===== src/rtl/mfcc_melbank_accum.sv =====
// Mel filterbank accumulator: weights each power-spectrum bin by a melbank ROM
// coefficient and sums the frame into one energy, handed off with valid/ready.
module mfcc_melbank_accum #(
  parameter int ADDR_WIDTH = 8,
  parameter int PWR_WIDTH  = 32,
  parameter int COEF_WIDTH = 16,
  parameter int ACC_WIDTH  = 56
) (
  input  logic                  clk,
  input  logic                  rst,
  input  logic                  pwr_valid,
  input  logic [PWR_WIDTH-1:0]  pwr_data,
  input  logic                  pwr_last,
  output logic                  pwr_ready,
  output logic [ADDR_WIDTH-1:0] rom_addr,
  input  logic [COEF_WIDTH-1:0] rom_data,
  output logic                  mel_valid,
  output logic [ACC_WIDTH-1:0]  mel_data,
  input  logic                  mel_ready,
  output logic                  frame_err
);

  localparam int PROD_WIDTH = PWR_WIDTH + COEF_WIDTH;
  localparam logic [ADDR_WIDTH-1:0] BIN_MAX = '1;

  typedef enum logic [1:0] {IDLE, ACC, FLUSH, OUT} state_t;

  state_t                  state, state_nxt;
  logic                    flush_cnt;
  logic [ADDR_WIDTH-1:0]   bin_cnt;
  logic [PWR_WIDTH-1:0]    pwr_d;
  logic [1:0]              vld_pipe, eof_pipe;
  logic [PROD_WIDTH-1:0]   prod, prod_full;
  logic [ACC_WIDTH-1:0]    acc, acc_sum;
  logic                    accept, at_max, frame_end;

  assign pwr_ready = (state == ACC);
  assign accept    = pwr_valid && pwr_ready;
  assign at_max    = (bin_cnt == BIN_MAX);
  assign frame_end = accept && (pwr_last || at_max);
  assign rom_addr  = bin_cnt;
  assign prod_full = {{COEF_WIDTH{1'b0}}, pwr_d} * {{PWR_WIDTH{1'b0}}, rom_data};
  assign acc_sum   = acc + ACC_WIDTH'(prod);

  // FLUSH covers the two pipeline stages between the last accept and the result
  always_ff @(posedge clk or posedge rst) begin
    if (rst) begin
      state     <= IDLE;
      flush_cnt <= 1'b0;
    end else begin
      state     <= state_nxt;
      flush_cnt <= (state == FLUSH) ? ~flush_cnt : 1'b0;
    end
  end

  always_comb begin
    state_nxt = state;
    case (state)
      IDLE:    state_nxt = ACC;
      ACC:     if (frame_end) state_nxt = FLUSH;
      FLUSH:   if (flush_cnt) state_nxt = OUT;
      OUT:     if (mel_valid && mel_ready) state_nxt = ACC;
      default: state_nxt = IDLE;
    endcase
  end

  always_ff @(posedge clk or posedge rst) begin
    if (rst) begin
      bin_cnt   <= '0;
      pwr_d     <= '0;
      vld_pipe  <= '0;
      eof_pipe  <= '0;
      prod      <= '0;
      acc       <= '0;
      mel_data  <= '0;
      mel_valid <= 1'b0;
      frame_err <= 1'b0;
    end else begin
      // a short frame or a missing last marker both count as a length mismatch
      frame_err <= accept && (pwr_last != at_max);
      if (accept) begin
        bin_cnt <= frame_end ? '0 : bin_cnt + ADDR_WIDTH'(1);
        pwr_d   <= pwr_data;
      end
      vld_pipe <= {vld_pipe[0], accept};
      eof_pipe <= {eof_pipe[0], frame_end};
      prod     <= vld_pipe[0] ? prod_full : '0;
      if (eof_pipe[1]) begin
        mel_data  <= acc_sum;
        mel_valid <= 1'b1;
        acc       <= '0;
      end else begin
        if (vld_pipe[1]) acc <= acc_sum;
        if (mel_valid && mel_ready) mel_valid <= 1'b0;
      end
    end
  end

endmodule


===== config.mk =====
export PLATFORM = sky130hd
export DESIGN_NAME = mfcc_melbank_accum
export DESIGN_NICKNAME = d
export VERILOG_FILES = /design/src/rtl/mfcc_melbank_accum.sv
export SDC_FILE = /design/constraint.sdc
export NUM_CORES = 2
export LEC_CHECK = 0
export ABC_CLOCK_PERIOD_IN_PS = 7900
export CAP_MARGIN = 20
export CORE_MARGIN = 4
export CORE_UTILIZATION = 55
export CTS_BUF_LIST = sky130_fd_sc_hd__clkbuf_2
export DETAILED_ROUTE_END_ITERATION = 16
export PLACE_DENSITY_LB_ADDON = 0.12
export SYNTH_ARGS = -nofsm -noshare
export SYNTH_HDL_FRONTEND = slang
export SYNTH_SLANG_ARGS = --single-unit

===== constraint.sdc =====
create_clock -name clk -period 7.9 [get_ports clk]
set_clock_uncertainty 0.1 [all_clocks]
set_input_delay 0.79 -clock clk [delete_from_list [all_inputs] [get_ports clk]]
set_output_delay 0.79 -clock clk [all_outputs]
set_load 0.02 [all_outputs]

==> summary.md <==
| Metric | Value |
|---|---|
| Status | `finished clean` |
| Final Util | `60.7%` |
| Worst reg2reg startpoint | `pwr_d[7]` |
| Max Fanout on Critical Path | `17` |
| Clk buf depth | `3` |
| Max Freq | `140 MHz` |
| Area Growth Syn to Fin | `8.16%` |
| Most common cell after layout, fill and taps aside | `inv_1` |
| Post-Layout Cell Count | `3657` |
| Starting Density | `56.2%` |
| Mapped Cells | `2891` |
| Data required, critical path | `8.65 ns` |
| Number of flops mapped to enable cells by yosys | `0` |
| Sequential element share of the synthesized area | `19.3%` |
| Worst-path clk slew | `0.09 ns` |
| Clock sink total | `209` |
| First-pass GRT wire length | `113000 um` |
| # port buffers | `119` |
| Vias | `20300` |
| Post-CTS resize count | `0` |
| Worst slew pin tran | `1.00 ns` |
| Worst setup EP type | `register` |
| DRT antenna net count | `0` |
| DP Area | `28800 sq um` |
| Total Routing Usage GR | `26.1%` |
| Final setup viols | `0` |
| Final wirelength | `66500 um` |
| Syn nets | `3537` |
| Site Rows | `80` |
| Initial detailed-routing violation count | `1343` |
| CTS tree | `built` |
| I/O pin total | `120` |
| Core box area | `48100 sq um` |
| RSZ-0062 raised after global routing | `no` |
| H-tree depth | `2` |
| Vias in the first global route | `21600` |
| Num CTS Buffers | `55` |
| Die X | `230 um` |
| Minimum clock period | `7.14 ns` |
| Hold slack | `0.241 ns` |
| Placed cells | `3563` |
| GRT overflow | `0` |
| Max_cap viols | `0` |
| Slew Limit Fails | `0` |
| CP Launch Point | `pwr_d[7]` |
| HPWL Detailed | `53100 um` |
| Data arrival time of the worst path | `7.90 ns` |
| Final hold vios | `0` |
| Synth cell types | `89` |
| Slew headroom | `32.9%` |
| Worst hold path class | `primary input to async pin` |
| CTS Hold Bufs | `0` |
| Post-Syn Area | `27000 sq um` |
| Warnings, synthesis | `0` |
| Avg Cell Area, Syn | `9.35 sq um` |
| # DRC | `0` |
| Vias/cell | `5.55` |
| DR WL/cell | `18.2 um` |
| Largest net degree at the start of global routing | `97` |
| Prevailing post-synth register cell | `dfrtp_1` |
| FF+latch count, synth | `209` |
| Clock tree root driver cell | `clkbuf_2` |
| Fin crit share | `90.4%` |
| CP Launch Type | `register` |
| Die height | `230 um` |
| Routability cong. | `0.936` |
| Share of cells above drive strength 1 | `7.94%` |
| Initial antenna violation count | `2` |
| Most frequent cells in the layout | `inv_1 (483), fa_1 (419), nand2_1 (387)` |
| Nets | `3610` |
| Fraction of registers with async set/reset | `100%` |
| Setup repair bufs after CTS | `0` |
| DR pass1 iterations | `5` |
| Final instance area | `29200 sq um` |
| CP Class | `register to register` |
| Worst skew pair latency | `1.02 ns` |
| Full die area | `52800 sq um` |
## registers in the layout, summed over array words and instances (netlist names), 2 cells and up
signal	flops
acc	56
state	2
rom_addr	8
vld_pipe	2
mel_data	56
eof_pipe	2
pwr_d	32
prod	48
## cell type report
cell class                 count  area [sq um]
multi-input combinational   2051         19300
timing repair buffer         162          1550
clock inverter                14          68.8
inverter                     485          1830
sequential                   209          5240
fill                        4230         18900
clock buffer                  78           390
tap                          656           821
antenna                        2          5.00
## per-layer routing
metal  vias to the layer above  GRT usage (%)  part of all wire [%]
met1                     10200           37.7                    45
met2                       718           41.3                    46
met5                         -              0                     0
li1                       9302              -                     -
met4                         0           5.29                   1.7
met3                        87           5.41                   7.8
## through the flow
| stage | setup TNS, ns | setup slack (ns) |
|---|---|---|
| after detailed placement | -0.00938 | -0.00938 |
| after global routing | 0 | 0.237 |
| after CTS | 0 | 0.778 |
| after global placement | 0 | 0.135 |
| final | 0 | 0.756 |
| after floorplan | 0 | 1.09 |
## cell usage after synthesis, types with 4 or more instances
master    instances  area share [%]
and2_1          217             5.0
nor2b_1          12            0.28
nor2_1          121             1.7
mux2_2           75             3.1
a211oi_1         13            0.36
a22o_1            6            0.19
a21oi_1         107             2.0
buf_1             6           0.083
buf_2             4           0.074
or2_2             8            0.19
or3_1             7            0.16
o31ai_1          12            0.33
nor3_1           18            0.33
xor2_1           31             1.0
nand2b_1         11            0.25
o21a_1           15            0.42
a211o_1           4            0.13
a311oi_1          5            0.16
xnor2_1          41             1.3
clkbuf_8          4            0.20
clkbuf_1        127             1.8
a21o_1           62             1.7
a31o_2            4            0.13
o21ai_0          46            0.85
inv_1           484             6.7
nand3_1          38            0.70
nand4_1          24            0.56
a221oi_1          4            0.13
mux2i_1          37             1.4
o31a_1            4            0.13
fa_1            419              31
o21bai_1         17            0.47
ha_1            174             8.1
dfrtp_1         209              19
o211ai_1         12            0.33
nor3b_1           8            0.22
a31oi_1          23            0.53
nand2_1         387             5.4
and3_1           19            0.44
## critical path, cell delays in order, from the launching register on
cell and delay [ns]:
dfrtp_1 0.82, nand2_1 0.17, fa_1 0.57, inv_1 0.05, fa_1 0.50, inv_1 0.05, fa_1 0.54, inv_1 0.05
fa_1 0.46, fa_1 0.49, inv_1 0.05, fa_1 0.51, inv_1 0.06, ha_1 0.36, and4_1 0.22, and3_1 0.20
and2_1 0.16, a2111oi_2 0.41, a21o_1 0.23, and2_1 0.22, o21ai_1 0.15, a311oi_1 0.37, mux2i_1 0.23
## worst paths after layout
check / to / slack, ns / cells past startpoint
min in group clk: eof_pipe[1] / 0.26 / 0
max: prod[44] / 0.76 / 22
min: prod[21] / 0.24 / 2
max in group asynchronous: eof_pipe[1] / 6.11 / 3
min reg2reg: eof_pipe[1] / 0.26 / 0
max reg2reg: prod[44] / 0.76 / 22
## cells by family (layout without fill, tap and decap cells)
| logic type | after synthesis | in the layout | synth area share [%] |
|---|---|---|---|
| compound gates | 380 | 380 | 9.68 |
| xor+xnor | 72 | 72 | 2.33 |
| fa+ha+maj | 593 | 593 | 39.1 |
| buf+inv | 631 | 739 | 9.11 |
| flops | 209 | 209 | 19.3 |
| mux | 114 | 114 | 4.58 |
| other cells | 0 | 2 | 0 |
| simple gates | 892 | 892 | 15.9 |
Power is left out: the tool's default activity adds up to more than one toggle a clock period on the data nets, which glitch-free logic cannot reach.
